==> src/rtl/sap_control_sequencer.sv <==
// Fetch/decode/execute control sequencer for the 16-bit SAP core.
// Walks T0..T4 and decodes the IR opcode into one-hot bus/load strobes.
module sap_control_sequencer #(
    parameter int                 OPC_W   = 4,
    parameter logic [OPC_W-1:0]   HLT_OPC = 'hF
) (
    input  logic             clk,
    input  logic             rst,
    input  logic             ena,
    input  logic [OPC_W-1:0] opcode,
    input  logic [1:0]       flags,
    output logic             pc_out,
    output logic             pc_inc,
    output logic             pc_load,
    output logic             mar_in,
    output logic             ram_out,
    output logic             ram_in,
    output logic             ir_in,
    output logic             ir_out,
    output logic             a_in,
    output logic             a_out,
    output logic             b_in,
    output logic             alu_out,
    output logic             alu_sub,
    output logic             flag_write,
    output logic             halted,
    output logic             instr_done,
    output logic [2:0]       step
);

    localparam logic [OPC_W-1:0] OP_LDA = OPC_W'(1);
    localparam logic [OPC_W-1:0] OP_ADD = OPC_W'(2);
    localparam logic [OPC_W-1:0] OP_SUB = OPC_W'(3);
    localparam logic [OPC_W-1:0] OP_STA = OPC_W'(4);
    localparam logic [OPC_W-1:0] OP_LDI = OPC_W'(5);
    localparam logic [OPC_W-1:0] OP_JMP = OPC_W'(6);
    localparam logic [OPC_W-1:0] OP_JC  = OPC_W'(7);
    localparam logic [OPC_W-1:0] OP_JZ  = OPC_W'(8);

    logic [2:0] step_q, step_d;
    logic       halt_q, halt_d;
    logic       run;

    // Strobes only fire while out of reset, enabled and not halted.
    assign run    = rst & ena & ~halt_q;
    assign step   = step_q;
    assign halted = halt_q;

    always_ff @(posedge clk or negedge rst) begin
        if (!rst) begin
            step_q <= 3'd0;
            halt_q <= 1'b0;
        end else begin
            step_q <= step_d;
            halt_q <= halt_d;
        end
    end

    always_comb begin
        step_d = step_q;
        halt_d = halt_q;
        if (instr_done) begin
            step_d = 3'd0;
            halt_d = (opcode == HLT_OPC);
        end else if (run) begin
            step_d = (step_q >= 3'd4) ? 3'd0 : step_q + 3'd1;
        end
    end

    always_comb begin
        pc_out     = 1'b0;
        pc_inc     = 1'b0;
        pc_load    = 1'b0;
        mar_in     = 1'b0;
        ram_out    = 1'b0;
        ram_in     = 1'b0;
        ir_in      = 1'b0;
        ir_out     = 1'b0;
        a_in       = 1'b0;
        a_out      = 1'b0;
        b_in       = 1'b0;
        alu_out    = 1'b0;
        alu_sub    = 1'b0;
        flag_write = 1'b0;
        instr_done = 1'b0;
        if (run) begin
            case (step_q)
                3'd0: begin
                    pc_out = 1'b1;
                    mar_in = 1'b1;
                end
                3'd1: begin
                    ram_out = 1'b1;
                    ir_in   = 1'b1;
                    pc_inc  = 1'b1;
                end
                3'd2: begin
                    // Flags are read live here so a just-written ADD/SUB result steers JC/JZ.
                    case (opcode)
                        OP_LDA, OP_ADD, OP_SUB, OP_STA: begin
                            ir_out = 1'b1;
                            mar_in = 1'b1;
                        end
                        OP_LDI: begin
                            ir_out     = 1'b1;
                            a_in       = 1'b1;
                            instr_done = 1'b1;
                        end
                        OP_JMP: begin
                            ir_out     = 1'b1;
                            pc_load    = 1'b1;
                            instr_done = 1'b1;
                        end
                        OP_JC: begin
                            ir_out     = flags[1];
                            pc_load    = flags[1];
                            instr_done = 1'b1;
                        end
                        OP_JZ: begin
                            ir_out     = flags[0];
                            pc_load    = flags[0];
                            instr_done = 1'b1;
                        end
                        default: instr_done = 1'b1;
                    endcase
                end
                3'd3: begin
                    case (opcode)
                        OP_LDA: begin
                            ram_out    = 1'b1;
                            a_in       = 1'b1;
                            instr_done = 1'b1;
                        end
                        OP_ADD, OP_SUB: begin
                            ram_out = 1'b1;
                            b_in    = 1'b1;
                        end
                        OP_STA: begin
                            a_out      = 1'b1;
                            ram_in     = 1'b1;
                            instr_done = 1'b1;
                        end
                        default: ;
                    endcase
                end
                3'd4: begin
                    if (opcode == OP_ADD || opcode == OP_SUB) begin
                        alu_out    = 1'b1;
                        a_in       = 1'b1;
                        flag_write = 1'b1;
                        alu_sub    = (opcode == OP_SUB);
                        instr_done = 1'b1;
                    end
                end
                default: ;
            endcase
        end
    end

endmodule

==> config.mk <==
export PLATFORM = sky130hd
export DESIGN_NAME = sap_control_sequencer
export DESIGN_NICKNAME = d
export VERILOG_FILES = /design/src/rtl/sap_control_sequencer.sv
export SDC_FILE = /design/constraint.sdc
export NUM_CORES = 1
export LEC_CHECK = 0
export BUFFER_PORTS_ARGS = -buffer_cell sky130_fd_sc_hd__buf_2
export CAP_MARGIN = 10
export CORE_MARGIN = 1
export CORE_UTILIZATION = 25
export CTS_CLUSTER_SIZE = 25
export DETAILED_ROUTE_END_ITERATION = 16
export PLACE_DENSITY_LB_ADDON = 0.25
export SLEW_MARGIN = 25
export SYNTH_ARGS = -nofsm -noshare
export SYNTH_HDL_FRONTEND = slang
export SYNTH_SLANG_ARGS = --single-unit
==> constraint.sdc <==
create_clock -name clk -period 1.6 [get_ports clk]
set_input_delay 0.16 -clock clk [delete_from_list [all_inputs] [get_ports clk]]
set_output_delay 0.16 -clock clk [all_outputs]
set_load 0.02 [all_outputs]
Yosys cells after proc, flatten, opt, wreduce, memory -nomap -nowiden:

Index checks and enable logic that the tools add are counted.
Widths: inputs -> output; s select.

* register bits after elaboration: 4
* bits in latches: 0
* RAM bits: 0
* memory bits (read-only): 0
* input port bits: 9
* output and inout bits: 19
* word-level logic and storage cells: 67
* memories: 0

* add/sub/neg operators: 1
* $mul: 0
* divide/modulo/power cells: 0
* $lt $le $gt $ge: 1
* eq/ne operators: 13
* shifts and indexed selects: 0
* multiplexer cells: 39
* bitwise operators: 3
* reduce and logical (&&, ||, !) cells: 8

Operators with widths (number)
* $mux 1: 30
* $eq 4x3->1 const B: 4
* $pmux 1 s3: 4
* $mux 3: 3
* $eq 4x2->1 const B: 2
* $eq 4x4->1 const B: 2
* $eq 3x2->1 const B: 2
* $reduce_or 6->1: 1
* $eq 4x1->1 const B: 1
* $pmux 1 s2: 2
* $reduce_or 2->1: 2
* $reduce_or 4->1: 1
* $add 3x1->3 const B: 1
* $eq 3x1->1 const B: 1
* $eq 3x3->1 const B: 1
* $ge 3x3->1 const B: 1
* $logic_not 3->1: 1
* $reduce_or 3->1: 1
* $and 1x1->1: 2
* $reduce_bool 2->1: 1
* $logic_or 1x1->1: 1
* $not 1->1: 1

Longest topological paths before layout:

Gate-level depths: netlist of run 1.

* depth in word-level cells: 6
* gate-level depth with buffers: 6
* mapped depth without buffers: 6

Worst setup path after synthesis of run 1:

OpenSTA, ideal clock, no wires.

* path type: reg-to-output
* from: register step_q[2] (netlist: step[2])
* to: output alu_sub
* data arrival time: 2.026 ns
* data required time: 1.440 ns
* path slack: -0.586 ns
* cell stages (with the launch flop): 5
* path buffers: 1
* cell sequence: dfrtp_1 -> clkbuf_1 -> nand3_1 -> nor4_1 -> and2_1

* cells in the longest elaborated chain, start to end: 3

RTL lines
* start, declared: line 40 `logic [2:0] step_q, step_d;`
* start signal, assigned: line 54 `step_q <= step_d;`
* $eq 3x3->1: line 87 `case (step_q)`
* $mux 1: line 87
* $mux 1: line 86 `if (run) begin`
* end, declared: line 24 `output logic alu_sub,`

No other way between the ends.

Worst setup path after layout of run 1:

* from: register step_q[0] (netlist: step[0])
* to: output instr_done

* cells in the longest elaborated chain, start to end: 3
* elaborated cells on any way between the ends: 5
* those cells by class: 3 x eq/ne; 2 x mux

RTL lines
* $eq 3x3->1 or $eq 3x2->1 (tied branches): line 87
* $pmux 1 s3 (*): line 87
* $mux 1 (*): line 86
* end, declared: line 27 `output logic instr_done,`

Mark *: on every way between the ends. The rest lies on a longest branch, timed or not.

==> metrics.log, run 1 <==
[metrics] flops & latches, synth: 4
[metrics] number of buffers on the longest clock path: 2
[metrics] failing checks: setup timing
[metrics] run status: finished, violations left
[metrics] H-tree levels: 1
[metrics] width of the chip: roughly 48 microns
[metrics] switching power share of the total: 44.04%
[metrics] required time reported for the critical path endpoint: ~1400 ps
[metrics] Static Leak: between 0.5 and 0.6 nW
[metrics] CP Buf/Inv Count: 3
[metrics] detailed-placement wirelength estimate: 1.181 mm
[metrics] Sinks on Clock Net: 4
[metrics] Top delay family on crit path: compound AO/OA/AOI/OAI gates
[metrics] starting density of the core: between 20% and 30%
[metrics] Final Setup Violations: 12
[metrics] length of the first detailed-routing pass in iterations: 4
[metrics] CTS tree: done
[metrics] post-synthesis average cell area: 7.169 sq um
[metrics] total count of hold-check failures in the final report: 0
[metrics] cell area after placement: 829.5 sq um
[metrics] minimum setup slack after placement: -51.76 ps
[metrics] transition at the pin with the smallest max-transition slack: 341.8 ps
[metrics] CTS buffer count: 3
[metrics] total count of max-transition violations in the final report: 0
[metrics] Mapped Nets: ~90
[metrics] wire length of the first global-routing pass: about 2.3 mm
[metrics] global-route total usage across every layer: 14.77%
[metrics] power density over the cells: 1044 mW/mm^2
[metrics] yosys warns: 0
[metrics] overflow left after global routing: 0
[metrics] normalized max-slew margin: about 77%
[metrics] setup repair after global routing missed its margin: true
[metrics] area occupied by registers: approximately 100 sq um
[metrics] minimum clock period: between 1500 and 2000 ps
[metrics] sequential share of power: a little under a fifth
[metrics] largest net degree at the start of global routing: 10
[metrics] Hold WC Path Type: in -> async
[metrics] Worst Path Max Fanout: 4
[metrics] number of buffers added on ports: 27
[metrics] routed via count divided by cell count: approximately 4.6
[metrics] Core Area: slightly below 0.002 sq mm
[metrics] Pwr Total: 1.160 mW
[metrics] Max Fclk: about 550 MHz
[metrics] cell internal power dissipation: between 600 and 700 uW
[metrics] Post-Syn Instances: 74
[metrics] aggregate negative setup slack: -1217 ps
[metrics] number of routed nets with antenna violations: 0
[metrics] multi-input combinational cell area: between 500 and 600 sq um
[metrics] post-CTS clock slew at the launch and capture registers of the worst setup and hold paths: 40 ps
[metrics] worst skew pair latency: 230 ps
[metrics] cells along the critical path: inv_2 -> ha_2 -> inv_1 -> a311oi_2 -> o311a_4 -> buf_6
[metrics] num rows: 16
[metrics] VDD IR-drop max: ~0.00085 V
[metrics] Clock Skews: roughly 3.4 ps
[metrics] drt first-iter violations: 5
[metrics] startpoint of the most critical setup path: step[0]$_DFFE_PN0P_
[metrics] total placed cells including tap cells: 130
[metrics] setup slack after layout: -209.1 ps
[metrics] antenna fix cells: 0
[metrics] IO Pins: 28
[metrics] Clock Root Buffer: sky130_fd_sc_hd__clkbuf_4
[metrics] antenna violations before repair: 0
[metrics] fin cells: 146
[metrics] CP max stage cell: sky130_fd_sc_hd__dfrtp_2
[metrics] final routed wirelength across all metal layers: between 1.5 and 2 mm
[metrics] power share of the combinational group: a little over two thirds
[metrics] cell area after synthesis: around 530 sq um
[metrics] global placer's final weighted congestion: between 0.7 and 0.8
[metrics] critical path class: reg -> out
[metrics] worst-case hold slack: 330.4 ps
[metrics] proportion of layout cells with a drive suffix above 1: between 60 and 70%
[metrics] DR DRC count: 0
[metrics] Synth-to-Final Area Change: 109.4%
[metrics] Seq/Total Area, Yosys: around a fifth
[metrics] Via Count: around 670
[metrics] Max-cap violations: 0
[metrics] arrival time at the worst endpoint: 1650 ps
[metrics] Synth cell types: 28
[metrics] share of the core filled with cells in the final layout: 56.06%
[metrics] final net count: ~130
[metrics] portion of the clock cycle consumed by the worst path in the final layout: 113.1%
[metrics] crit-path max cell delay: approximately 430 ps
[metrics] post-layout instance area: roughly 0.0011 sq mm
[metrics] die boundary height: between 40 and 50 microns
[metrics] FF-to-FF Start: step[0]$_DFFE_PN0P_
[metrics] CP Launch Type: register
[metrics] WL/cell: between 10 and 15 microns
[metrics] Die Area: about 0.0023 sq mm
[metrics] kind of end point of the critical path: output port
[metrics] proportion of power drawn by the clock network: 11.4%
[metrics] via count of the first global-routing pass: about 520
[metrics] Psw: 511.0 uW
[metrics] number of fill cells in the layout: approximately 180
-- layout make-up --
cell class              instances  share of cell area [%]
clock buffers                   4                   2.365
multi-input cells              59                   48.54
flip-flops and latches          4                   9.347
inverters                       5                   1.689
repair buffers                 47                   35.02
well taps                      27                   3.041
-- worst register-to-register path: cells and delay by family (launching register included) --
family / cells / cell delay, ps
flip-flops: 1 / 430
adder cells (fa/ha/maj): 1 / 200
AO/OA/AOI/OAI: 2 / 510
AND/OR/NAND/NOR: 1 / 40
buffers and inverters: 3 / 270
-- cell families after synthesis --
group,share of synthesized area (%)
adder cells (fa/ha/maj),11.79
XOR/XNOR,1.651
AND/OR/NAND/NOR,38.21
buffers and inverters,11.32
AO/OA/AOI/OAI,18.16
flip-flops,18.87
-- what timing repair did --
| action | 4_1_cts | 5_1_grt |
|---|---|---|
| hold endpoints to repair | 4 | 0 |
| hold buffers | 1 | 0 |
| resized for setup | 26 | 24 |
| setup endpoints to repair | 13 | 18 |
| setup buffers | 6 | 5 |
| pin swaps | 6 | 5 |
-- cell usage in the layout (no fill, tap or decap), types with 2 or more instances in the layout --
cell | netlist | routed
sky130_fd_sc_hd__ha_4 | 0 | 3
sky130_fd_sc_hd__o21ai_1 | 0 | 2
sky130_fd_sc_hd__nand3_1 | 5 | 4
sky130_fd_sc_hd__nor3_1 | 4 | 2
sky130_fd_sc_hd__nor2_1 | 8 | 6
sky130_fd_sc_hd__buf_2 | 0 | 12
sky130_fd_sc_hd__inv_1 | 5 | 3
sky130_fd_sc_hd__clkbuf_4 | 0 | 3
sky130_fd_sc_hd__and2_4 | 0 | 3
sky130_fd_sc_hd__buf_6 | 1 | 17
sky130_fd_sc_hd__nor2b_1 | 3 | 2
sky130_fd_sc_hd__a21oi_2 | 0 | 2
sky130_fd_sc_hd__nor3_4 | 0 | 2
sky130_fd_sc_hd__a21oi_1 | 4 | 2
sky130_fd_sc_hd__buf_4 | 3 | 17
sky130_fd_sc_hd__inv_2 | 0 | 2
sky130_fd_sc_hd__dfrtp_2 | 0 | 3
sky130_fd_sc_hd__nand2_1 | 9 | 9
-- cells in the mapped netlist --
cell | number | area [sq um]
sky130_fd_sc_hd__or3_4 | 1 | 11.26
sky130_fd_sc_hd__a21o_1 | 1 | 7.510
sky130_fd_sc_hd__a21boi_0 | 1 | 7.510
sky130_fd_sc_hd__clkbuf_1 | 2 | 7.510
sky130_fd_sc_hd__buf_4 | 3 | 22.52
sky130_fd_sc_hd__o32a_2 | 1 | 11.26
sky130_fd_sc_hd__o311a_2 | 1 | 11.26
sky130_fd_sc_hd__nor3b_1 | 1 | 7.510
sky130_fd_sc_hd__nor4b_1 | 1 | 8.760
sky130_fd_sc_hd__a21oi_1 | 4 | 20.02
sky130_fd_sc_hd__o21ai_0 | 3 | 15.01
sky130_fd_sc_hd__and4_1 | 1 | 8.760
sky130_fd_sc_hd__nand2_1 | 9 | 33.78
sky130_fd_sc_hd__nor2b_1 | 3 | 18.77
sky130_fd_sc_hd__xnor2_1 | 1 | 8.760
sky130_fd_sc_hd__nor3_1 | 4 | 20.02
sky130_fd_sc_hd__nor2_1 | 8 | 30.03
sky130_fd_sc_hd__inv_1 | 5 | 18.77
sky130_fd_sc_hd__ha_1 | 5 | 62.56
sky130_fd_sc_hd__and3_1 | 1 | 6.260
sky130_fd_sc_hd__a311oi_1 | 1 | 8.760
sky130_fd_sc_hd__and2_1 | 3 | 18.77
sky130_fd_sc_hd__nand3_1 | 5 | 25.02
sky130_fd_sc_hd__o21bai_1 | 2 | 15.01
sky130_fd_sc_hd__nor4_1 | 1 | 6.260
sky130_fd_sc_hd__dfrtp_1 | 4 | 100.1
sky130_fd_sc_hd__buf_6 | 1 | 11.26
sky130_fd_sc_hd__nand3b_1 | 1 | 7.510
-- power by group through the flow --
stage / Combinational [mW] / Sequential (mW) / Clock, mW
after global placement: 0.597 / 0.221 / 0
after global routing: 0.890 / 0.226 / 0.144
after floorplan: 0.416 / 0.249 / 0
after CTS: 0.691 / 0.225 / 0.139
final: 0.810 / 0.218 / 0.133
after detailed placement: 0.602 / 0.224 / 0
-- routing by layer --
metal / wire length (microns) / track usage, % / vias to the layer above
li1: - / - / 345
met1: 730 / 18.20 / 308
met2: 900 / 25.95 / 18
met3: 48 / 2.264 / 0
met4: 0 / 5.000 / 0
met5: 0 / 0 / -
-- registers in the layout (all words and copies together), names as in the netlist --
register / flops
halted: 1
step: 3
-- worst paths after layout --
| path | end | slack [ps] | cells past startpoint |
|---|---|---|---|
| hold / removal | step[1]$_DFFE_PN0P_ | 330 | 2 |
| setup reg to reg | step[2]$_DFFE_PN0P_ | 40 | 7 |
| hold reg to reg | halted$_DFFE_PN0P_ | 550 | 2 |
| min in group clk | halted$_DFFE_PN0P_ | 370 | 4 |
| max in group asynchronous | step[2]$_DFFE_PN0P_ | 1070 | 2 |
| setup / recovery | instr_done | -210 | 6 |
No activity file was read; power rests on OpenSTA's default activity.
==> run 2, diff against run 1 <==
--- a/config.mk
+++ b/config.mk
@@ -11,7 +11,7 @@
 export CORE_UTILIZATION = 25
 export CTS_CLUSTER_SIZE = 25
 export DETAILED_ROUTE_END_ITERATION = 16
-export PLACE_DENSITY_LB_ADDON = 0.25
+export PLACE_DENSITY = 0.52
 export SLEW_MARGIN = 25
 export SYNTH_ARGS = -nofsm -noshare
 export SYNTH_HDL_FRONTEND = slang
==> run 2 against run 1 <==
- the run still ends with setup timing left
- critical path depth down 1
- die area stayed put
- final cell count rose by 2.7%
- non-clock buffer count grew 4
- highest routed layer unchanged
==> metrics.log, run 2 (synthesized netlist as in run 1, its figures left out) <==
[metrics] cells along the critical path: ha_4 -> ha_4 -> nor4b_4 -> o311a_4 -> buf_6 (was inv_2 -> ha_2 -> inv_1 -> a311oi_2 -> o311a_4 -> buf_6)
[metrics] most frequent cells in the layout: sky130_fd_sc_hd__buf_4, sky130_fd_sc_hd__buf_6, sky130_fd_sc_hd__buf_2 (was sky130_fd_sc_hd__buf_6, sky130_fd_sc_hd__buf_4, sky130_fd_sc_hd__buf_2)
[metrics] post-layout instance area: 0.001146 sq mm (was 0.001111 sq mm)
[metrics] Worst path most repeated cell: sky130_fd_sc_hd__ha_4
[metrics] aggregate negative setup slack: -1205 ps (was -1217 ps)
[metrics] fin cells: 150 (was 146)
[metrics] Synth-to-Final Area Change: 116.0% (was 109.4%)
[metrics] CP Buf/Inv Count: 1 (was 3)
[metrics] Top delay family on crit path: flip-flops (was compound AO/OA/AOI/OAI gates)
[metrics] transition at the pin with the smallest max-transition slack: 356.4 ps (was 341.8 ps)
[metrics] length of the first detailed-routing pass in iterations: 4 (unchanged)
[metrics] number of buffers added on ports: 27 (unchanged)
[metrics] FF-to-FF Start: step[1]$_DFFE_PN0P_ (was step[0]$_DFFE_PN0P_)
[metrics] largest net degree at the start of global routing: 10 (unchanged)
[metrics] cell area after placement: 844.6 sq um (was 829.5 sq um)
[metrics] num rows: 16 (unchanged)
[metrics] critical path class: reg -> out (unchanged)
[metrics] Reg-to-Reg End: step[1]$_DFFE_PN0P_ (was step[2]$_DFFE_PN0P_)
[metrics] setup repair after global routing missed its margin: true (unchanged)
[metrics] failing checks: setup timing (unchanged)
[metrics] Pwr Total: 1.259 mW (was 1.160 mW)
[metrics] routed via count divided by cell count: 4.707 (was 4.596)
[metrics] proportion of layout cells with a drive suffix above 1: 69.92% (was 64.71%)
[metrics] met1 routed wirelength after detailed routing: 741 microns (was 730 microns)
[metrics] IO Pins: 28 (unchanged)
[metrics] width of the chip: 48.07 microns (unchanged)
[metrics] final routed wirelength across all metal layers: 1.810 mm (was 1.679 mm)
[metrics] starting density of the core: 26.77% (unchanged)
[metrics] required time reported for the critical path endpoint: 1440 ps (about the same)
[metrics] drt first-iter violations: 4 (was 5)
[metrics] Clock Root Buffer: sky130_fd_sc_hd__clkbuf_4 (unchanged)
[metrics] number of buffers on the longest clock path: 2 (unchanged)
[metrics] number of routed nets with antenna violations: 0 (unchanged)
[metrics] H-tree levels: 1 (unchanged)
[metrics] wire length of the first global-routing pass: 2.635 mm (was 2.346 mm)
[metrics] crit-path max cell delay: 450 ps (was 430 ps)
[metrics] reg-to-reg slack, setup: -90 ps (was 40 ps)
[metrics] die boundary height: 48.07 microns (unchanged)
[metrics] Max Fclk: 555.7 MHz (was 552.7 MHz)
[metrics] post-CTS clock slew at the launch and capture registers of the worst setup and hold paths: 40 ps (about the same)
[metrics] Sinks on Clock Net: 4 (unchanged)
[metrics] final net count: 138 (was 134)
[metrics] VDD IR-drop max: 0.0008645 V (was 0.0008475 V)
[metrics] minimum clock period: 1799 ps (was 1809 ps)
[metrics] normalized max-slew margin: 75.99% (was 76.97%)
[metrics] total count of max-transition violations in the final report: 0 (unchanged)
[metrics] via count of the first global-routing pass: 630 (was 522)
[metrics] total count of hold-check failures in the final report: 0 (unchanged)
[metrics] worst skew pair latency: 230 ps (about the same)
[metrics] most common library cell in the layout ignoring fill and taps: sky130_fd_sc_hd__buf_4
[metrics] detailed-placement wirelength estimate: 1.261 mm (was 1.181 mm)
[metrics] Via Count: 706 (was 671)
[metrics] antenna violations before repair: 0 (unchanged)
[metrics] antenna fix cells: 0 (unchanged)
[metrics] arrival time at the worst endpoint: 1640 ps (was 1650 ps)
[metrics] Final Setup Violations: 15 (was 12)
[metrics] kind of end point of the critical path: output port (unchanged)
[metrics] max layer used: met3 (unchanged)
[metrics] CP Launch Type: register (unchanged)
[metrics] Static Leak: 0.5253 nW (was 0.5078 nW)
[metrics] power density over the cells: 1099 mW/mm^2 (was 1044 mW/mm^2)
[metrics] Die Area: 0.002310 sq mm (unchanged)
[metrics] Largest register FFs: 3 (unchanged)
[metrics] setup slack after layout: -199.4 ps (was -209.1 ps)
[metrics] Clock Skews: 4.584 ps (was 3.389 ps)
[metrics] number of fill cells in the layout: 192 (was 179)
[metrics] DR DRC count: 0 (unchanged)
[metrics] Core Area: 0.001982 sq mm (unchanged)
[metrics] Worst R2R Path Depth: 7 (unchanged)
[metrics] run status: finished, violations left (unchanged)
[metrics] CTS buffer count: 3 (unchanged)
[metrics] CP max stage cell: sky130_fd_sc_hd__dfrtp_2 (unchanged)
[metrics] WL/cell: 12.07 microns (was 11.50 microns)
[metrics] routed length on met2: 1.013 mm (was 900 microns)
[metrics] global placer's final weighted congestion: 0.7099 (was 0.7837)
[metrics] portion of the clock cycle consumed by the worst path in the final layout: 112.5% (was 113.1%)
[metrics] global-route total usage across every layer: 16.74% (was 14.77%)
[metrics] Hold WC Path Type: in -> async (unchanged)
[metrics] total placed cells including tap cells: 132 (was 130)
[metrics] Met3 Wirelength: 55 microns (was 48 microns)
[metrics] Worst Path Max Fanout: 5 (was 4)
[metrics] CTS tree: done (unchanged)
[metrics] Max-cap violations: 0 (unchanged)
[metrics] overflow left after global routing: 0 (unchanged)
run 2: cell count changes in the layout (fill, tap and decap cells not counted), moves of 2 or more:
cell	before	now
sky130_fd_sc_hd__buf_4	17	23
sky130_fd_sc_hd__nor2_2	1	4
sky130_fd_sc_hd__buf_6	17	15
sky130_fd_sc_hd__nor2_1	6	4
run 2: worst max-delay path by stage:
stage                       to  depth (start not counted)  slack [ps]           startpoint
detailed placement  instr_done                          6         -40  step[0]$_DFFE_PN0P_
global placement    instr_done                          6          20  step[0]$_DFFE_PN0P_
CTS                 instr_done                          5        -210  step[1]$_DFFE_PN0P_
floorplan              alu_sub                          5         -60  step[1]$_DFFE_PN0P_
global route        instr_done                          6        -260  step[0]$_DFFE_PN0P_
finish              instr_done                          5        -200  step[1]$_DFFE_PN0P_
run 2: per-layer routing:
layer | GRT usage (%) | vias up
li1 | - | 354
met1 | 18.79 | 330
met2 | 30.27 | 22
met3 | 2.642 | 0
met4 | 8.333 | 0
met5 | 0 | -
run 2: report_power, final:
group	internal, mW	switching (mW)	total [mW]
Sequential	0.147	0.0685	0.215
Combinational	0.480	0.429	0.909
Clock	0.0936	0.0413	0.135
run 2: cell type report:
cell class	count	area [sq um]	area share (%)
tap	27	33.78	2.948
timing repair buffer	51	411.6	35.92
multi-input combinational	59	551.8	48.14
inverter	5	18.77	1.638
sequential	4	103.9	9.061
clock buffer	4	26.28	2.293
run 2: stage by stage:
step | hold slack (ps) | worst slack, ps | utilization (%)
6_report | 324.8 | -199.4 | 57.83
5_1_grt | 358.1 | -259.4 | 57.83
4_1_cts | 323.2 | -205.1 | 48.80
3_5_place_dp | -15.68 | -44.98 | 42.61
3_3_place_gp | -18.34 | 20.74 | 42.61
2_1_floorplan | -135.6 | -58.40 | -
run 2: what timing repair did:
action | in CTS | in global routing
cloned | 0 | 0
hold endpoints to repair | 4 | 0
resized for setup | 20 | 32
hold buffers | 1 | 0
pin swaps | 4 | 8
buffers inserted | 4 | 9
endpoints found under the setup margin | 15 | 19
==> run 3, diff against run 2 <==
==> constraint.sdc (replaced) <==
create_clock -name clk -period 1.6 [get_ports clk]
set_input_delay 0 -clock clk [delete_from_list [all_inputs] [get_ports clk]]
set_output_delay 0 -clock clk [all_outputs]
set_load 0.02 [all_outputs]
==> run 3 against run 2 <==
- the flow still finishes with violations (setup timing)
- global-route usage down 2.0 points
- non-clock buffer count down 13
- sequential share of layout area grew 2.0 points
- critical path type unchanged
- flip-flop and latch count did not move
==> metrics.log, run 3 (synthesized netlist as in run 1, its figures left out) <==
[metrics] VDD IR-drop max: 0.0008454 V (was 0.0008645 V)
[metrics] total count of hold-check failures in the final report: 0 (unchanged)
[metrics] Largest register FFs: 3 (unchanged)
[metrics] drt first-iter violations: 6 (was 4)
[metrics] Final Setup Violations: 1 (was 15)
[metrics] length of the first detailed-routing pass in iterations: 4 (unchanged)
[metrics] arrival time at the worst endpoint: 1610 ps (was 1640 ps)
[metrics] width of the chip: 48.07 microns (unchanged)
[metrics] transition at the pin with the smallest max-transition slack: 316.5 ps (was 356.4 ps)
[metrics] CTS buffer count: 3 (unchanged)
[metrics] Static Leak: 0.4324 nW (was 0.5253 nW)
[metrics] share of the core filled with cells in the final layout: 47.16% (was 57.83%)
[metrics] starting density of the core: 26.77% (unchanged)
[metrics] run status: finished, violations left (unchanged)
[metrics] power density over the cells: 1234 mW/mm^2 (was 1099 mW/mm^2)
[metrics] worst skew pair latency: 240 ps (was 230 ps)
[metrics] overflow left after global routing: 0 (unchanged)
[metrics] Clock Skews: 4.398 ps (was 4.584 ps)
[metrics] number of fill cells in the layout: 199 (was 192)
[metrics] routed via count divided by cell count: 4.730 (was 4.707)
[metrics] Synth-to-Final Area Change: 76.18% (was 116.0%)
[metrics] CP Launch Type: register (unchanged)
[metrics] setup slack after layout: -10.66 ps (was -199.4 ps)
[metrics] detailed-placement wirelength estimate: 1.106 mm (was 1.261 mm)
[metrics] post-CTS clock slew at the launch and capture registers of the worst setup and hold paths: 40 ps (about the same)
[metrics] FF-to-FF Start: step[0]$_DFFE_PN0P_ (was step[1]$_DFFE_PN0P_)
[metrics] met1 routed wirelength after detailed routing: 696 microns (was 741 microns)
[metrics] startpoint of the most critical setup path: step[0]$_DFFE_PN0P_ (was step[1]$_DFFE_PN0P_)
[metrics] via count of the first global-routing pass: 554 (was 630)
[metrics] antenna violations before repair: 0 (unchanged)
[metrics] most common library cell in the layout ignoring fill and taps: sky130_fd_sc_hd__buf_2 (was sky130_fd_sc_hd__buf_4)
[metrics] Hold WC Path Type: in -> async (unchanged)
[metrics] final net count: 125 (was 138)
[metrics] failing checks: setup timing (unchanged)
[metrics] Core Area: 0.001982 sq mm (unchanged)
[metrics] CP max stage cell: sky130_fd_sc_hd__dfrtp_2 (unchanged)
[metrics] proportion of layout cells with a drive suffix above 1: 56.36% (was 69.92%)
[metrics] global placer's final weighted congestion: 0.7525 (was 0.7099)
[metrics] setup repair after global routing missed its margin: true (unchanged)
[metrics] critical path class: reg -> out (unchanged)
[metrics] num rows: 16 (unchanged)
[metrics] antenna fix cells: 0 (unchanged)
[metrics] Worst path most repeated cell: sky130_fd_sc_hd__ha_4 (unchanged)
[metrics] minimum clock period: 1611 ps (was 1799 ps)
[metrics] number of buffers added on ports: 27 (unchanged)
[metrics] portion of the clock cycle consumed by the worst path in the final layout: 100.7% (was 112.5%)
[metrics] largest net degree at the start of global routing: 11 (was 10)
[metrics] global-route total usage across every layer: 14.76% (was 16.74%)
[metrics] Worst Path Max Fanout: 5 (unchanged)
[metrics] final routed wirelength across all metal layers: 1.519 mm (was 1.810 mm)
[metrics] Via Count: 648 (was 706)
[metrics] CTS tree: done (unchanged)
[metrics] Die Area: 0.002310 sq mm (unchanged)
[metrics] DR DRC count: 0 (unchanged)
[metrics] required time reported for the critical path endpoint: 1600 ps (was 1440 ps)
[metrics] kind of end point of the critical path: output port (unchanged)
[metrics] H-tree levels: 1 (unchanged)
[metrics] WL/cell: 11.09 microns (was 12.07 microns)
[metrics] crit-path max cell delay: 440 ps (was 450 ps)
[metrics] Met3 Wirelength: 45 microns (was 55 microns)
[metrics] fin cells: 137 (was 150)
[metrics] number of buffers on the longest clock path: 2 (unchanged)
[metrics] post-layout instance area: 934.6 sq um (was 0.001146 sq mm)
[metrics] most frequent cells in the layout: sky130_fd_sc_hd__buf_2, sky130_fd_sc_hd__buf_4, sky130_fd_sc_hd__nand2_1 (was sky130_fd_sc_hd__buf_4, sky130_fd_sc_hd__buf_6, sky130_fd_sc_hd__buf_2)
[metrics] wire length of the first global-routing pass: 2.325 mm (was 2.635 mm)
[metrics] routed length on met2: 778 microns (was 1.013 mm)
[metrics] Clock Root Buffer: sky130_fd_sc_hd__clkbuf_4 (unchanged)
[metrics] max layer used: met3 (unchanged)
[metrics] Max Fclk: 620.9 MHz (was 555.7 MHz)
[metrics] Sinks on Clock Net: 4 (unchanged)
[metrics] total placed cells including tap cells: 125 (was 132)
[metrics] cells along the critical path: ha_4 -> ha_4 -> nor4b_4 -> o311a_4 -> buf_6 (unchanged)
[metrics] total count of max-transition violations in the final report: 0 (unchanged)
[metrics] normalized max-slew margin: 78.68% (was 75.99%)
[metrics] die boundary height: 48.07 microns (unchanged)
[metrics] IO Pins: 28 (unchanged)
[metrics] number of routed nets with antenna violations: 0 (unchanged)
[metrics] cell area after placement: 762.0 sq um (was 844.6 sq um)
[metrics] Max-cap violations: 0 (unchanged)
[run 3: cell types whose count changed in the layout (fill, tap and decap cells not counted), sizes merged]
cell	delta
clkbuf	+1
buf	-14
[run 3: timing repair]
action                                 in CTS  in global routing
pin swaps                                   4                  3
buffers inserted                            4                  3
cloned                                      0                  0
setup endpoints to repair                   4                 11
hold buffers                                1                  0
gates resized for setup                    12                 13
endpoints found under the hold margin       4                  0
[run 3: per-stage QoR]
step	setup WS (ps)	TNS, ps	power, mW	hold WS, ps
global route	-89.66	-251.9	1.263	111.8
floorplan	-5.059	-5.059	0.6163	-295.6
detailed placement	55.51	0	0.7646	-177.2
global placement	80.95	0	0.7702	-176.8
CTS	-104.7	-158.2	1.057	99.00
finish	-10.66	-10.66	1.153	128.0
[run 3: final timing paths]
kind                                            end  slack (ps)  depth (start not counted)
worst max-delay path                     instr_done         -10                          5
worst min-delay path            step[1]$_DFFE_PN0P_         130                          2
worst max register to register   halted$_DFFE_PN0P_          90                          5
worst min register to register   halted$_DFFE_PN0P_         500                          1
max in group asynchronous       step[2]$_DFFE_PN0P_        1340                          2
min in group clk                 halted$_DFFE_PN0P_         250                          4
[run 3: routing by layer]
metal,track usage (%),up-vias
met5,0,-
met4,8.333,0
met1,17.71,303
met2,24.86,16
li1,-,329
met3,2.264,0
[run 3: final cells by class]
type / count / area (sq um) / share of cell area (%)
clock buffers: 4 / 26.28 / 2.811
inverters: 5 / 21.27 / 2.276
well taps: 27 / 33.78 / 3.614
flip-flops and latches: 4 / 103.9 / 11.11
multi-input cells: 59 / 499.2 / 53.41
repair buffers: 38 / 250.2 / 26.77
[run 3: worst max-delay path: cells and delay by family (launching register included)]
| family | cells | cell delay (ps) |
|---|---|---|
| flip-flops | 1 | 440 |
| AO/OA/AOI/OAI | 1 | 340 |
| adder cells (fa/ha/maj) | 2 | 340 |
| buffers and inverters | 1 | 140 |
| AND/OR/NAND/NOR | 1 | 120 |
[run 3: power breakdown]
group,internal [mW],switching (mW)
registers,0.147,0.0651
clock network,0.0936,0.0423
logic,0.393,0.412
